===== src/rtl/board_draw_engine.sv =====
`default_nettype none
// +-----------------------------------------------------------------------------+
// | Module  : board_draw_engine                                                 |
// | Purpose : Raster-sweeps board, opening pieces and cursor frame to the VGA.  |
// | Revision: 1.0  initial release                                              |
// +-----------------------------------------------------------------------------+
module board_draw_engine #(
   parameter int         CELL     = 14,
   parameter int         ORIGIN_X = 24,
   parameter int         ORIGIN_Y = 4,
   parameter logic [2:0] C_BOARD  = 3'b010,
   parameter logic [2:0] C_GRID   = 3'b000,
   parameter logic [2:0] C_WHITE  = 3'b111,
   parameter logic [2:0] C_BLACK  = 3'b000,
   parameter logic [2:0] C_HL     = 3'b110
) (
   input  logic       clk,
   input  logic       reset,
   input  logic       drawBoardEn,
   input  logic       drawInitialPiecesEn,
   input  logic       moveHighlightEn,
   input  logic       clearPiecesEn,
   input  logic [2:0] cursor_col,
   input  logic [2:0] cursor_row,
   output logic [7:0] x,
   output logic [6:0] y,
   output logic [2:0] colour,
   output logic       plot,
   output logic       go
);

   localparam int OW = $clog2(8*CELL+1);
   localparam int MW = $clog2(CELL);

   localparam logic [OW-1:0] c_boardHi = OW'(8*CELL);
   localparam logic [OW-1:0] c_cellHi  = OW'(CELL);
   localparam logic [OW-1:0] c_pieceHi = OW'(CELL-1);
   localparam logic [OW-1:0] c_pieceLo = OW'(1);
   localparam logic [OW-1:0] c_inLo    = OW'(3);
   localparam logic [OW-1:0] c_inHi    = OW'(CELL-3);
   localparam logic [MW-1:0] c_modHi   = MW'(CELL-1);

   typedef enum logic [2:0] {
      S_IDLE     = 3'd0,
      S_BOARD    = 3'd1,
      S_PIECES   = 3'd2,
      S_HL_ERASE = 3'd3,
      S_HL_DRAW  = 3'd4,
      S_DONE     = 3'd5
   } state_t;

   state_t        r_state, w_nextState, w_mode;
   logic [OW-1:0] r_ox, r_oy, w_ox, w_oy, w_nextOx, w_nextOy, w_hi, w_lo;
   logic [MW-1:0] r_mx, r_my, w_mx, w_my, w_nextMx, w_nextMy;
   logic [1:0]    r_cell, w_cell, w_nextCell;
   logic          r_tail, w_nextTail, w_step, w_wrapEnd, w_inner, w_edge;
   logic [2:0]    r_curCol, r_curRow, r_prevCol, r_prevRow;
   logic [2:0]    w_nextCurCol, w_nextCurRow, w_nextPrevCol, w_nextPrevRow;
   logic [2:0]    w_col, w_row;
   logic [7:0]    w_nextX;
   logic [6:0]    w_nextY;
   logic [2:0]    w_nextColour;
   logic          w_nextPlot, w_nextGo;

   always_ff @(posedge clk or posedge reset) begin
      if (reset) begin
         r_state   <= S_IDLE;
         r_ox      <= '0;
         r_oy      <= '0;
         r_mx      <= '0;
         r_my      <= '0;
         r_cell    <= '0;
         r_tail    <= 1'b0;
         r_curCol  <= '0;
         r_curRow  <= '0;
         r_prevCol <= '0;
         r_prevRow <= '0;
         x         <= '0;
         y         <= '0;
         colour    <= '0;
         plot      <= 1'b0;
         go        <= 1'b0;
      end else begin
         r_state   <= w_nextState;
         r_ox      <= w_nextOx;
         r_oy      <= w_nextOy;
         r_mx      <= w_nextMx;
         r_my      <= w_nextMy;
         r_cell    <= w_nextCell;
         r_tail    <= w_nextTail;
         r_curCol  <= w_nextCurCol;
         r_curRow  <= w_nextCurRow;
         r_prevCol <= w_nextPrevCol;
         r_prevRow <= w_nextPrevRow;
         x         <= w_nextX;
         y         <= w_nextY;
         colour    <= w_nextColour;
         plot      <= w_nextPlot;
         go        <= w_nextGo;
      end
   end

   // Counters always point at the next pixel to emit; IDLE substitutes the start
   // position so the first pixel is registered on the accepting edge.
   always_comb begin
      w_nextState   = r_state;
      w_nextOx      = r_ox;
      w_nextOy      = r_oy;
      w_nextMx      = r_mx;
      w_nextMy      = r_my;
      w_nextCell    = r_cell;
      w_nextTail    = r_tail;
      w_nextCurCol  = r_curCol;
      w_nextCurRow  = r_curRow;
      w_nextPrevCol = r_prevCol;
      w_nextPrevRow = r_prevRow;
      w_nextX       = x;
      w_nextY       = y;
      w_nextColour  = colour;
      w_nextPlot    = 1'b0;
      w_nextGo      = 1'b0;
      w_mode        = S_IDLE;
      w_ox          = r_ox;
      w_oy          = r_oy;
      w_mx          = r_mx;
      w_my          = r_my;
      w_cell        = r_cell;
      w_step        = 1'b0;

      case (r_state)
         S_IDLE: begin
            if (clearPiecesEn || drawBoardEn) begin
               w_mode = S_BOARD;
               w_ox   = '0;
               w_oy   = '0;
               w_mx   = '0;
               w_my   = '0;
               w_step = 1'b1;
            end else if (drawInitialPiecesEn) begin
               w_mode = S_PIECES;
               w_ox   = c_pieceLo;
               w_oy   = c_pieceLo;
               w_cell = '0;
               w_step = 1'b1;
            end else if (moveHighlightEn) begin
               w_mode       = S_HL_ERASE;
               w_ox         = '0;
               w_oy         = '0;
               w_step       = 1'b1;
               w_nextCurCol = cursor_col;
               w_nextCurRow = cursor_row;
            end
         end
         S_BOARD, S_PIECES, S_HL_ERASE, S_HL_DRAW: begin
            if (r_tail) begin
               w_nextTail  = 1'b0;
               w_nextGo    = 1'b1;
               w_nextState = S_DONE;
               if (r_state == S_HL_DRAW) begin
                  w_nextPrevCol = r_curCol;
                  w_nextPrevRow = r_curRow;
               end
            end else begin
               w_mode = r_state;
               w_step = 1'b1;
            end
         end
         default: w_nextState = S_IDLE;
      endcase

      w_hi  = c_cellHi;
      w_lo  = '0;
      w_col = '0;
      w_row = '0;
      case (w_mode)
         S_BOARD: w_hi = c_boardHi;
         S_PIECES: begin
            w_hi  = c_pieceHi;
            w_lo  = c_pieceLo;
            w_col = 3'd3 + {2'b00, w_cell[0]};
            w_row = 3'd3 + {2'b00, w_cell[1]};
         end
         S_HL_ERASE: begin
            w_col = r_prevCol;
            w_row = r_prevRow;
         end
         S_HL_DRAW: begin
            w_col = r_curCol;
            w_row = r_curRow;
         end
         default: ;
      endcase

      w_wrapEnd = (w_ox == w_hi) && (w_oy == w_hi);
      w_inner   = (w_ox >= c_inLo) && (w_ox <= c_inHi) && (w_oy >= c_inLo) && (w_oy <= c_inHi);
      w_edge    = (w_ox == '0) || (w_ox == c_cellHi) || (w_oy == '0) || (w_oy == c_cellHi);

      if (w_step) begin
         w_nextX     = 8'(ORIGIN_X) + 8'(w_col) * 8'(CELL) + 8'(w_ox);
         w_nextY     = 7'(ORIGIN_Y) + 7'(w_row) * 7'(CELL) + 7'(w_oy);
         w_nextState = w_mode;
         case (w_mode)
            S_BOARD: begin
               w_nextColour = (w_mx == '0 || w_my == '0) ? C_GRID : C_BOARD;
               w_nextPlot   = 1'b1;
            end
            S_PIECES: begin
               w_nextColour = !w_inner ? C_BOARD :
                              (w_cell[0] == w_cell[1]) ? C_WHITE : C_BLACK;
               w_nextPlot   = 1'b1;
            end
            default: begin
               w_nextColour = (w_mode == S_HL_ERASE) ? C_GRID : C_HL;
               w_nextPlot   = w_edge;
            end
         endcase

         // mx/my shadow ox/oy modulo CELL so grid lines need no divider
         if (w_ox != w_hi) begin
            w_nextOx = w_ox + OW'(1);
            w_nextMx = (w_mx == c_modHi) ? '0 : w_mx + MW'(1);
            w_nextOy = w_oy;
            w_nextMy = w_my;
         end else begin
            w_nextOx = w_lo;
            w_nextMx = '0;
            w_nextOy = (w_oy != w_hi) ? w_oy + OW'(1) : w_lo;
            w_nextMy = (w_oy == w_hi || w_my == c_modHi) ? '0 : w_my + MW'(1);
         end
         w_nextCell = w_cell;

         if (w_wrapEnd) begin
            case (w_mode)
               S_PIECES: begin
                  if (w_cell == 2'd3) w_nextTail = 1'b1;
                  else                w_nextCell = w_cell + 2'd1;
               end
               S_HL_ERASE: w_nextState = S_HL_DRAW;
               default:    w_nextTail  = 1'b1;
            endcase
         end
      end
   end

endmodule
`default_nettype wire


===== config.mk =====
export PLATFORM = sky130hd
export DESIGN_NAME = board_draw_engine
export DESIGN_NICKNAME = d
export VERILOG_FILES = /design/src/rtl/board_draw_engine.sv
export SDC_FILE = /design/constraint.sdc
export NUM_CORES = 1
export LEC_CHECK = 0
export BUFFER_PORTS_ARGS = -buffer_cell sky130_fd_sc_hd__clkbuf_2
export CORE_ASPECT_RATIO = 0.75
export CORE_MARGIN = 2
export CORE_UTILIZATION = 55
export DETAILED_ROUTE_END_ITERATION = 12
export GPL_ROUTABILITY_DRIVEN = 0
export PLACE_DENSITY = 0.83
export SYNTH_ARGS = -nofsm -noshare
export SYNTH_HDL_FRONTEND = slang
export SYNTH_SLANG_ARGS = --single-unit

===== constraint.sdc =====
create_clock -name clk -period 5.5 [get_ports clk]
set_input_delay 0 -clock clk [delete_from_list [all_inputs] [get_ports clk]]
set_output_delay 0 -clock clk [all_outputs]
set_load 0.02 [all_outputs]

* Word-level counts from Yosys, hierarchy flattened
Index checks and enable logic that the tools add are counted.
Storage, ports and cells: register bits 60, memories kept 0, memory bits (writable) 0, memory bits (read-only) 0, bits in latches 0, bits of input ports 12, output and inout bits 20
Cells by class: $mul 2, bitwise operators 2, shift operators 0, reduce and logical (&&, ||, !) cells 20, div/mod/pow operators 0, order comparisons 4, equal/unequal tests 20, mux-type cells 58, add/sub/neg operators 11
Operator list (number):
- 2-to-1 mux 7 bit | 11
- 2-to-1 mux 4 bit | 8
- 2-to-1 mux 3 bit | 8
- 2-to-1 mux 2 bit | 10
- case mux 3 bit (2 select lines) | 3
- case mux 3 bit (3 select lines) | 2
- adder 7 x 1 -> 7 bit, second input constant | 2
- equality test 7 x 4 -> 1 bit, second input constant | 2
- equality test 7 bit | 2
- greater-or-equal comparator 7 x 2 -> 1 bit, second input constant | 2
- <= comparator 7 x 4 -> 1 bit, second input constant | 2
- zero test 7 bit | 2
- != test 7 bit | 2
- case mux 7 bit (2 select lines) | 1
- 2-to-1 mux 1 bit | 13
- equality test 3 x 2 -> 1 bit, second input constant | 4
- multiplier 3 x 3 -> 6 bit, second input constant | 2
- adder 4 x 1 -> 4 bit, second input constant | 2
- adder 5 x 7 -> 8 bit, first input constant | 1
- adder 8 x 7 -> 8 bit | 1
- equality test 4 bit, second input constant | 2
- zero test 4 bit | 2
- adder 3 x 7 -> 7 bit, first input constant | 1
- adder 7 bit | 1
- 18 further kinds | 31

* Longest topological paths before layout
Gate-level depths: netlist of the first run.
depth in word-level cells 10, depth in mapped cells 22, mapped depth without buffers 20

* Worst setup path after synthesis of the first run
OpenSTA, ideal clock, no wires.
kind register to register, start point register r_state[2], end point register y[6], buffers on the path 4, stages on the path, launching flop included 19, library setup time 0.135 ns, required time 5.365 ns, path slack 0.994 ns, data arrival time 4.370 ns, period minus slack after synthesis 4.506 ns, path through dfrtp_1 -> buf_2 -> nor3_2 -> buf_2 -> a32oi_1 -> clkbuf_1 -> clkbuf_1 -> o21ai_0 -> fa_1 -> inv_1 -> ha_1 -> fa_1 -> ha_1 -> ha_1 -> a21o_1 -> a21oi_1 -> xor2_1 -> xnor2_1 -> o21ai_0
Between the ends: cells in the longest elaborated chain, start to end 8, elaborated cells on any way between the ends 19
RTL lines:
- from (decl) | line 52 | state_t r_state, w_nextState, w_mode;
- from (signal assigned) | line 84 | r_state <= w_nextState;
- equality test 3 bit, or another cell as far along | line 130 | case (r_state)
- OR reduction 4 bit | line 130
- case mux 3 bit (2 select lines) | line 130
- equality test 3 bit or equality test 3 x 2 -> 1 bit (tied branches) | line 175 | case (w_mode)
- case mux 3 bit (3 select lines) | line 175
- multiplier 3 x 3 -> 6 bit | line 200 | w_nextY = 7'(ORIGIN_Y) + 7'(w_row) * 7'(CELL) + 7'(w_oy);
- adder 3 x 7 -> 7 bit | line 200
- adder 7 bit | line 200
- to (signal assigned) | line 96 | y <= w_nextY;
- to (decl) | line 26 | output logic [6:0] y,
Parallel ways exist; a longest one is shown, timed or not. A chain may end at the register's enable or synchronous reset.

* Final worst setup path of the first run
Ends and elaborated chain as after synthesis.

==> impl_metrics.tcl, run 1 <==
set metrics [dict create \
    routed_wirelength_mm 10.5 \
    grtUsageTotal_pct 25.5 \
    dp_hpwl_mm 7.36 \
    min_path_cells 4 \
    drv_cap 0 \
    cp_top_family "adder cells" \
    synth.cell_area_um2 4390 \
    worst_pin_slew_ns 0.997 \
    cp_max_fo 11 \
    crit_path_end_kind "flop" \
    yosys.area.top_type "dfrtp_1" \
    dp_slack_ns 0.813 \
    finalSetupTns_ns 0 \
    final_cell_mix "nand2_1, dfrtp_1, ha_1, inv_1, clkbuf_2" \
    worstReg2RegStart "r_state[2]$_DFFE_PP0P_" \
    start_kind "flop" \
    synth_warnings 0 \
    slew_violations 0 \
    ir_drop_mv 0.227 \
    syn_inst 499 \
    cts_buffer_depth 2 \
    layout_commonest_cell "nand2_1" \
    cts_buffers 9 \
    synth_edf_count 0 \
    die-height_um 81.3 \
    worstHoldEndpoint "r_cell[0]$_DFFE_PP0P_" \
    synth-seq-cells 60 \
    r2r_slack_ns 0.72 \
    slowest_stage "o21ai_0" \
    die_area_um2 8710 \
    cp_common_cell "ha_1" \
    layout_setup_ws_ns 0.718 \
    power.total_mw 1.62 \
    core_area_um2 7810 \
    r2r_end "y[6]$_DFFE_PP0P_" \
    crit_chain "nor3_2, buf_4, nand3_1, nand2_1, inv_1, nor2_1, a21oi_1, o21ai_0, fa_1, inv_1, ha_1, fa_1, ha_1, ha_1, a21o_1, a21oi_1, xor2_1, xnor2_1, o21ai_0" \
    worstPathRequired_ns 5.73 \
    finalSetupViolCount 0 \
    ys_types 54 \
    finalCriticalPeriod_ns 4.78 \
    slowest_delay_ns 0.53 \
    hold_class "in2reg" \
    final-seq-area_um2 1500 \
    drive_gt1_share_pct 15.0 \
    drt_iter0_markers 353 \
    async_flop_share_pct 100 \
    slew_headroom_pct 33.1 \
    finalNetCount 594 \
    firstDrtPassIters 6 \
    fp.dieW_um 107 \
    arrival_ns 5.01 \
    ctsRootBufferMaster "clkbuf_8" \
    grt_max_degree 61 \
    ant_nets 0 \
    syn_to_final_growth_pct 10.9 \
    synthTopCellsByArea "dfrtp_1, ha_1, nand2_1" \
    vias 3853 \
    post_dp_cell_area_um2 4620 \
    fillers 637 \
    min_from "drawInitialPiecesEn" \
    num_antenna_cells 0 \
    antenna_found_initial 0 \
    numClockSinks 60 \
    syn_avg_cell_area_um2 8.79 \
    grt_pass1_wl_mm 17.2 \
    hold_viol_final 0 \
    yosysTopAreaCellShare_pct 34.2 \
    p_leak_nw 2.48 \
    reg2reg_depth 19 \
    initial_core_util_pct 56.1 \
    viasPerCell 6.03 \
    io_buffers 31 \
    crit_buf_inv 3 \
    clock.fmax_ghz 0.209 \
    clk_pin_slew_worst_paths_ns 0.08 \
    ys_seq_area_share_pct 34.2 \
    synth_nets 564 \
    htreeDepth 3 \
    cts_resized 0 \
    ioPinCount 32 \
    power_per_cell_area_nw_per_um2 333 \
    grt_pass1_vias 3615 \
    design_area_um2 4860 \
    clock_skew_ns 0.00707 \
    ys.flop_type "dfrtp_1" \
    rsz0062_at_grt "false" \
    fin_crit_sh_pct 86.9 \
    cts_tree "built" \
    rows 28 \
    drc 0 \
    grt-ovfl-total 0 \
    status "finished, final reports clean" \
    wl_per_cell_um 16.4 \
    timing_worst_setup_path_type "reg2reg" \
    clock_latency_ns 0.36 \
    multiInputGateArea_um2 2630 \
]
[flip-flops by register name, summed over array words and instances (netlist names), 4 cells and up]
register  cells
r_my          4
r_ox          7
y             7
x             8
r_oy          7
r_mx          4
[metal layers]
layer | share of wire (%) | GRT usage (%) | up-vias | wire (um)
met5 | 0 | 0 | - | 0
met4 | 1.8 | 9.48 | 0 | 192
met3 | 7.1 | 6.18 | 23 | 741
met2 | 47 | 41.1 | 164 | 4920
met1 | 44 | 33.6 | 1855 | 4600
li1 | - | - | 1811 | -
[per-stage QoR]
step	utilization, %	cells	hold WS, ns
after global placement	59.1	616	0.234
after detailed placement	59.1	616	0.240
after CTS	62.3	639	0.127
final	62.3	639	0.143
after floorplan	-	499	0.151
after global routing	62.3	639	0.195
[what timing repair did]
| action | in CTS | in global routing |
|---|---|---|
| setup endpoints to repair | 0 | 0 |
| hold buffers | 7 | 0 |
| endpoints found under the hold margin | 66 | 0 |
| buffers inserted | 0 | 0 |
[final cells by class]
| class | instances | area share (%) |
|---|---|---|
| tap | 105 | 2.70 |
| inverter | 42 | 3.24 |
| timing repair buffer | 44 | 5.56 |
| clock buffer | 9 | 2.55 |
| sequential | 60 | 30.9 |
| multi-input combinational | 372 | 54.0 |
| clock inverter | 7 | 1.08 |
[cell families (layout without fill, tap and decap cells)]
family	count (synthesis)	count (layout)	synth area share, %
multiplexers	18	18	4.45
AO/OA/AOI/OAI	116	116	17.4
flip-flops	60	60	34.2
adder cells (fa/ha/maj)	53	53	16.5
AND/OR/NAND/NOR	173	173	19.1
XOR/XNOR	12	12	2.40
buffers and inverters	67	102	5.93
[power by group]
part	internal (mW)	switching [mW]	total [mW]
Sequential	0.536	0.102	0.637
Clock	0.165	0.196	0.361
Combinational	0.242	0.380	0.621
[synth_stat cells (6+ instances only)]
cell type / number
dfrtp_1: 60
and2_1: 6
xor2_1: 8
o211ai_1: 7
o31ai_1: 8
a21oi_1: 30
ha_1: 45
nor2_1: 29
nand2_1: 68
mux2i_1: 6
nand2b_1: 6
buf_2: 7
nand3_1: 15
fa_1: 8
inv_1: 41
clkbuf_1: 16
o21ai_0: 28
nand4_1: 9
nor3_1: 11
mux2_2: 12
a21o_1: 7
[how the worst max path moves through the flow]
stage / start / cells past startpoint / to / slack (ns)
global placement: r_state[0]$_DFFE_PP0P_ / 18 / y[6]$_DFFE_PP0P_ / 1.08
detailed placement: r_state[2]$_DFFE_PP0P_ / 19 / y[6]$_DFFE_PP0P_ / 0.81
CTS: r_state[2]$_DFFE_PP0P_ / 19 / y[6]$_DFFE_PP0P_ / 0.79
global route: r_state[2]$_DFFE_PP0P_ / 19 / y[6]$_DFFE_PP0P_ / 0.39
floorplan: r_state[2]$_DFFE_PP0P_ / 18 / y[6]$_DFFE_PP0P_ / 0.99
finish: r_state[2]$_DFFE_PP0P_ / 19 / y[6]$_DFFE_PP0P_ / 0.72
[tightest hold or removal path, stage by stage]
cell,delay [ns]
clkbuf_2,0.12
nand3_1,0.13
nand2_1,0.14
mux2i_1,0.08
Power figures use the tool's default switching activity.
==> inputs of run 2 (changes only) <==
Settings changed: CORE_MARGIN 2 to 1.
==> run 2 against run 1 <==
Against the previous run: register-to-register slack lost 0.25 ns; combinational power grew 0.6%; critical path depth shrank 1; cell area is essentially flat; non-clock buffer count shrank 1; worst hold slack gained 0.034 ns; largest cell class unchanged; largest power group unchanged.
==> impl_metrics.tcl, run 2 (synthesized netlist as in run 1, its figures left out) <==
set metrics [dict create \
    viasPerCell 6.02 \
    clk_pin_slew_worst_paths_ns 0.07 \
    finalNetCount 593 \
    rsz0062_at_grt "false" \
    max_flop_register "x" \
    p_int_mw 0.995 \
    worstPathRequired_ns 5.71 \
    switching_share_pct 40.2 \
    worstHoldEndpoint "r_cell[0]$_DFFE_PP0P_" \
    hold_class "in2reg" \
    min_path_cells 4 \
    fin_crit_sh_pct 91.5 \
    cts_resized 0 \
    holdWs_ns 0.177 \
    cp_common_cell "ha_1" \
    routed_wirelength_mm 10.7 \
    drc 0 \
    antenna_found_initial 0 \
    cts_buffers 9 \
    arrival_ns 5.25 \
    syn_to_final_growth_pct 11.0 \
    core_area_um2 7530 \
    power.total_mw 1.66 \
    vias 3808 \
    num_antenna_cells 0 \
    worstReg2RegStart "r_state[2]$_DFFE_PP0P_" \
    layout_commonest_cell "nand2_1" \
    ioPinCount 32 \
    p_leak_nw 2.48 \
    drt_iter0_markers 410 \
    grt_max_degree 61 \
    ctsRootBufferMaster "clkbuf_8" \
    power_per_cell_area_nw_per_um2 342 \
    largest_reg_flops 8 \
    cp_max_fo 11 \
    initial_core_util_pct 58.2 \
    clock_latency_ns 0.35 \
    finalSetupViolCount 0 \
    slowest_delay_ns 0.57 \
    fp.dieW_um 105 \
    fillers 620 \
    drive_gt1_share_pct 14.5 \
    cts_tree "built" \
    clock.fmax_ghz 0.199 \
    combPwrFrac_pct 37.6 \
    slew_headroom_pct 34.7 \
    firstDrtPassIters 5 \
    switchingPower_mw 0.668 \
    die-height_um 79.3 \
    grt_pass1_wl_mm 17.5 \
    drv_cap 0 \
    slowest_stage "o21ai_0" \
    wl_per_cell_um 16.8 \
    finalSetupTns_ns 0 \
    die_area_um2 8340 \
    status "finished, final reports clean" \
    clock_skew_ns 0.00773 \
    worst_pin_slew_ns 0.974 \
    grtUsageTotal_pct 27.2 \
    ir_drop_mv 0.224 \
    placed_cells 611 \
    r2r_end "y[6]$_DFFE_PP0P_" \
    clkPwrFrac_pct 24.0 \
    numClockSinks 60 \
    r2r_slack_ns 0.47 \
    hold_viol_final 0 \
    start_kind "flop" \
    crit_path_end_kind "flop" \
    timing_worst_setup_path_type "reg2reg" \
    crit_path_start "r_state[2]$_DFFE_PP0P_" \
    final_cells 633 \
    reg2reg_depth 18 \
    io_buffers 31 \
    slew_violations 0 \
    dp_hpwl_mm 7.39 \
    grt-ovfl-total 0 \
    grt_pass1_vias 3621 \
    min_from "drawInitialPiecesEn" \
    crit_chain "nor3_2, nand3_1, nand2_1, inv_1, nor2_1, a21oi_1, o21ai_0, fa_1, inv_1, ha_1, fa_1, ha_1, ha_1, a21o_1, a21oi_1, xor2_1, xnor2_1, o21ai_0" \
    p_seq_share_pct 38.4 \
    cts_buffer_depth 2 \
    final_cell_mix "nand2_1, dfrtp_1, ha_1, inv_1, clkbuf_2" \
    finalCriticalPeriod_ns 5.03 \
    rows 27 \
    htreeDepth 3 \
    ant_nets 0 \
]
-- run 2: worst max path at each step --
| stage | end | slack (ns) | cells past startpoint |
|---|---|---|---|
| 5_1_grt | y[6]$_DFFE_PP0P_ | 0.11 | 18 |
| 6_report | y[6]$_DFFE_PP0P_ | 0.47 | 18 |
| 2_1_floorplan | y[6]$_DFFE_PP0P_ | 0.99 | 18 |
| 3_5_place_dp | y[6]$_DFFE_PP0P_ | 0.53 | 18 |
| 4_1_cts | y[6]$_DFFE_PP0P_ | 0.49 | 18 |
| 3_3_place_gp | y[6]$_DFFE_PP0P_ | 0.85 | 18 |
-- run 2: critical path, delay by kind of cell (launching register included) --
| family | cells | cell delay (ns) |
|---|---|---|
| adder cells (fa/ha/maj) | 5 | 1.77 |
| AO/OA/AOI/OAI | 5 | 1.09 |
| AND/OR/NAND/NOR | 4 | 1.06 |
| flip-flops | 1 | 0.48 |
| XOR/XNOR | 2 | 0.32 |
| buffers and inverters | 2 | 0.17 |
-- run 2: power groups by stage --
stage | Clock, mW | Combinational, mW | Sequential (mW)
final | 0.400 | 0.625 | 0.639
after detailed placement | 0 | 0.612 | 0.641
after global routing | 0.424 | 0.697 | 0.653
after CTS | 0.405 | 0.622 | 0.636
after floorplan | 0 | 0.427 | 0.645
after global placement | 0 | 0.585 | 0.634
-- run 2: stage by stage --
stage / instance area [um^2] / utilization, % / worst slack, ns
after global placement: 4610 / 61.1 / 0.851
after floorplan: 4390 / - / 0.994
after detailed placement: 4610 / 61.1 / 0.528
after CTS: 4870 / 64.6 / 0.489
final: 4870 / 64.6 / 0.466
after global routing: 4870 / 64.6 / 0.107
-- run 2: area by class of cell --
type                    count  area, um^2  area share [%]
multi-input cells         372        2630            54.0
flip-flops and latches     60        1500            30.8
repair buffers             43         263            5.40
inverters                  42         158            3.24
clock buffers              11         141            2.90
well taps                 101         126            2.60
clock inverters             4        50.0            1.03
-- run 2: repair_timing --
item | 4_1_cts | 5_1_grt
endpoints found under the hold margin | 66 | 0
buffers inserted | 0 | 0
hold buffers | 7 | 0
-- run 2: layer usage --
metal / GRT usage [%] / wire, um / part of all wire [%]
met1: 35.7 / 4770 / 45
met2: 44.2 / 4930 / 46
met3: 7.88 / 826 / 7.8
met4: 7.04 / 133 / 1.2
met5: 0 / 0 / 0
==> inputs of run 3 (changes only) <==
Settings changed: CELL_PAD_IN_SITES_DETAIL_PLACEMENT set to 0, CELL_PAD_IN_SITES_GLOBAL_PLACEMENT set to 1, CORE_UTILIZATION 55 to 47, PLACE_DENSITY 0.83 to 0.9.
==> run 3 against run 2 <==
Against the previous run: cell count increased by 4.7%; routed wire length decreased by 1.5%; flip-flop and latch count unchanged; power increased by 9.4%; clock-buffer cell count decreased by 2; first-iteration DRC count decreased by 27%; clock power increased by 41%; die area increased by 17%; worst setup slack improved by 0.33 ns; sequential power decreased by 0.9%; worst hold slack got worse by 0.014 ns; fmax increased by 7.0%; critical endpoint is now x[7]$_DFFE_PP0P_.
==> impl_metrics.tcl, run 3 (synthesized netlist as in run 1, its figures left out) <==
set metrics [dict create \
    viasPerCell 5.63 \
    clock_skew_ns 0.00891 \
    clk_pin_slew_worst_paths_ns 0.05 \
    routed_wirelength_mm 10.5 \
    hold_viol_final 0 \
    ant_nets 0 \
    grt-ovfl-total 0 \
    drive_gt1_share_pct 15.1 \
    fin_crit_sh_pct 85.5 \
    use_met1_pct 33.3 \
    max_flop_register "x" \
    vias 3730 \
    numClockSinks 60 \
    hold_class "in2reg" \
    syn_to_final_growth_pct 14.6 \
    rsz0062_at_grt "false" \
    drt_iter0_markers 300 \
    post_dp_cell_area_um2 4650 \
    min_path_cells 4 \
    slew_violations 0 \
    clock_latency_ns 0.34 \
    grt_pass1_wl_mm 17.4 \
    power.total_mw 1.82 \
    io_buffers 31 \
    final_cells 663 \
    start_kind "flop" \
    top_usage_layer "met2" \
    grt_pass1_vias 3496 \
    ctsRootBufferMaster "clkbuf_16" \
    layout_setup_ws_ns 0.796 \
    num_antenna_cells 0 \
    wl_per_cell_um 15.8 \
    ioPinCount 32 \
    rows 30 \
    arrival_ns 4.91 \
    reg2reg_depth 19 \
    htreeDepth 3 \
    grt_max_degree 61 \
    cp_max_fo 8 \
    p_leak_nw 2.54 \
    timing_worst_setup_path_type "reg2reg" \
    antenna_found_initial 0 \
    final_cell_mix "nand2_1, dfrtp_1, ha_1, inv_1, clkbuf_2" \
    placed_cells 640 \
    use_met2_pct 34.2 \
    ir_drop_mv 0.209 \
    crit_path_end_kind "flop" \
    fp.dieW_um 114 \
    grtUsageTotal_pct 23.1 \
    status "finished, final reports clean" \
    finalNetCount 595 \
    power_per_cell_area_nw_per_um2 362 \
    drc 0 \
    grtUsageMet3_pct 5.72 \
    firstDrtPassIters 5 \
    finalSetupTns_ns 0 \
    dp_hpwl_mm 7.70 \
    cts_buffers 9 \
    worst_pin_slew_ns 1.05 \
    layout_commonest_cell "nand2_1" \
    die-height_um 85.7 \
    dp_slack_ns 0.859 \
    die_area_um2 9730 \
    post_cts_buffers 0 \
    cts_resized 0 \
    initial_core_util_pct 48.5 \
    design_area_um2 5030 \
    finalCriticalPeriod_ns 4.70 \
    largest_reg_flops 8 \
    cts_tree "built" \
    drv_cap 0 \
    worstPathRequired_ns 5.71 \
    clock.fmax_ghz 0.213 \
    cts_buffer_depth 2 \
    finalSetupViolCount 0 \
    core_area_um2 9050 \
    slew_headroom_pct 29.6 \
]
run 3: through the flow:
stage / utilization (%) / hold slack (ns)
3_3_place_gp: 51.5 / 0.233
6_report: 55.6 / 0.163
5_1_grt: 55.6 / 0.206
3_5_place_dp: 51.5 / 0.237
4_1_cts: 55.6 / 0.153
2_1_floorplan: - / 0.151
run 3: final timing paths:
kind                                        startpoint               endpoint  slack, ns
worst min register to register        y[1]$_DFFE_PP0P_       y[1]$_DFFE_PP0P_       0.47
worst max-delay path            r_state[0]$_DFFE_PP0P_       x[7]$_DFFE_PP0P_       0.80
worst max register to register  r_state[0]$_DFFE_PP0P_       x[7]$_DFFE_PP0P_       0.80
min in group asynchronous                        reset    r_ox[2]$_DFFE_PP0P_       0.42
max in group asynchronous                        reset    r_mx[2]$_DFFE_PP0P_       4.55
worst min-delay path               drawInitialPiecesEn  r_cell[0]$_DFFE_PP0P_       0.16
run 3: final cells by class:
| type | count | area (um^2) |
|---|---|---|
| clock buffers | 9 | 225 |
| multi-input cells | 372 | 2630 |
| flip-flops and latches | 60 | 1500 |
| well taps | 128 | 160 |
| repair buffers | 45 | 278 |
| fillers | 816 | 4020 |
| inverters | 42 | 158 |
| clock inverters | 7 | 76.3 |
run 3: metal layers:
metal  wire (um)  vias to the layer above  part of all wire (%)
met3         699                        9                   6.7
met4         100                        0                  0.95
li1            -                     1815                     -
met5           0                        -                     0
met2        4540                      121                    43
met1        5160                     1785                    49
run 3: worst max-delay path, stage by stage, from the launching register on:
cell and delay [ns]:
dfrtp_1 0.40, nor2_1 0.13, o31ai_1 0.12, a21o_1 0.35
nand2b_1 0.15, nor2_1 0.17, a21oi_1 0.07, o21ai_0 0.58
fa_1 0.55, ha_1 0.22, fa_1 0.48, inv_1 0.04
ha_1 0.26, inv_1 0.04, ha_1 0.32, a21oi_1 0.22
o21bai_1 0.09, a21oi_1 0.17, xor2_1 0.15, o21ai_0 0.08
run 3: where the power goes:
group / total (mW) / internal, mW / switching [mW]
logic: 0.621 / 0.242 / 0.380
registers: 0.633 / 0.537 / 0.0965
clock network: 0.566 / 0.352 / 0.214
run 3: timing repair:
action / in CTS / in global routing
setup endpoints to repair: 0 / 0
hold endpoints to repair: 66 / 0
hold buffers: 7 / 0
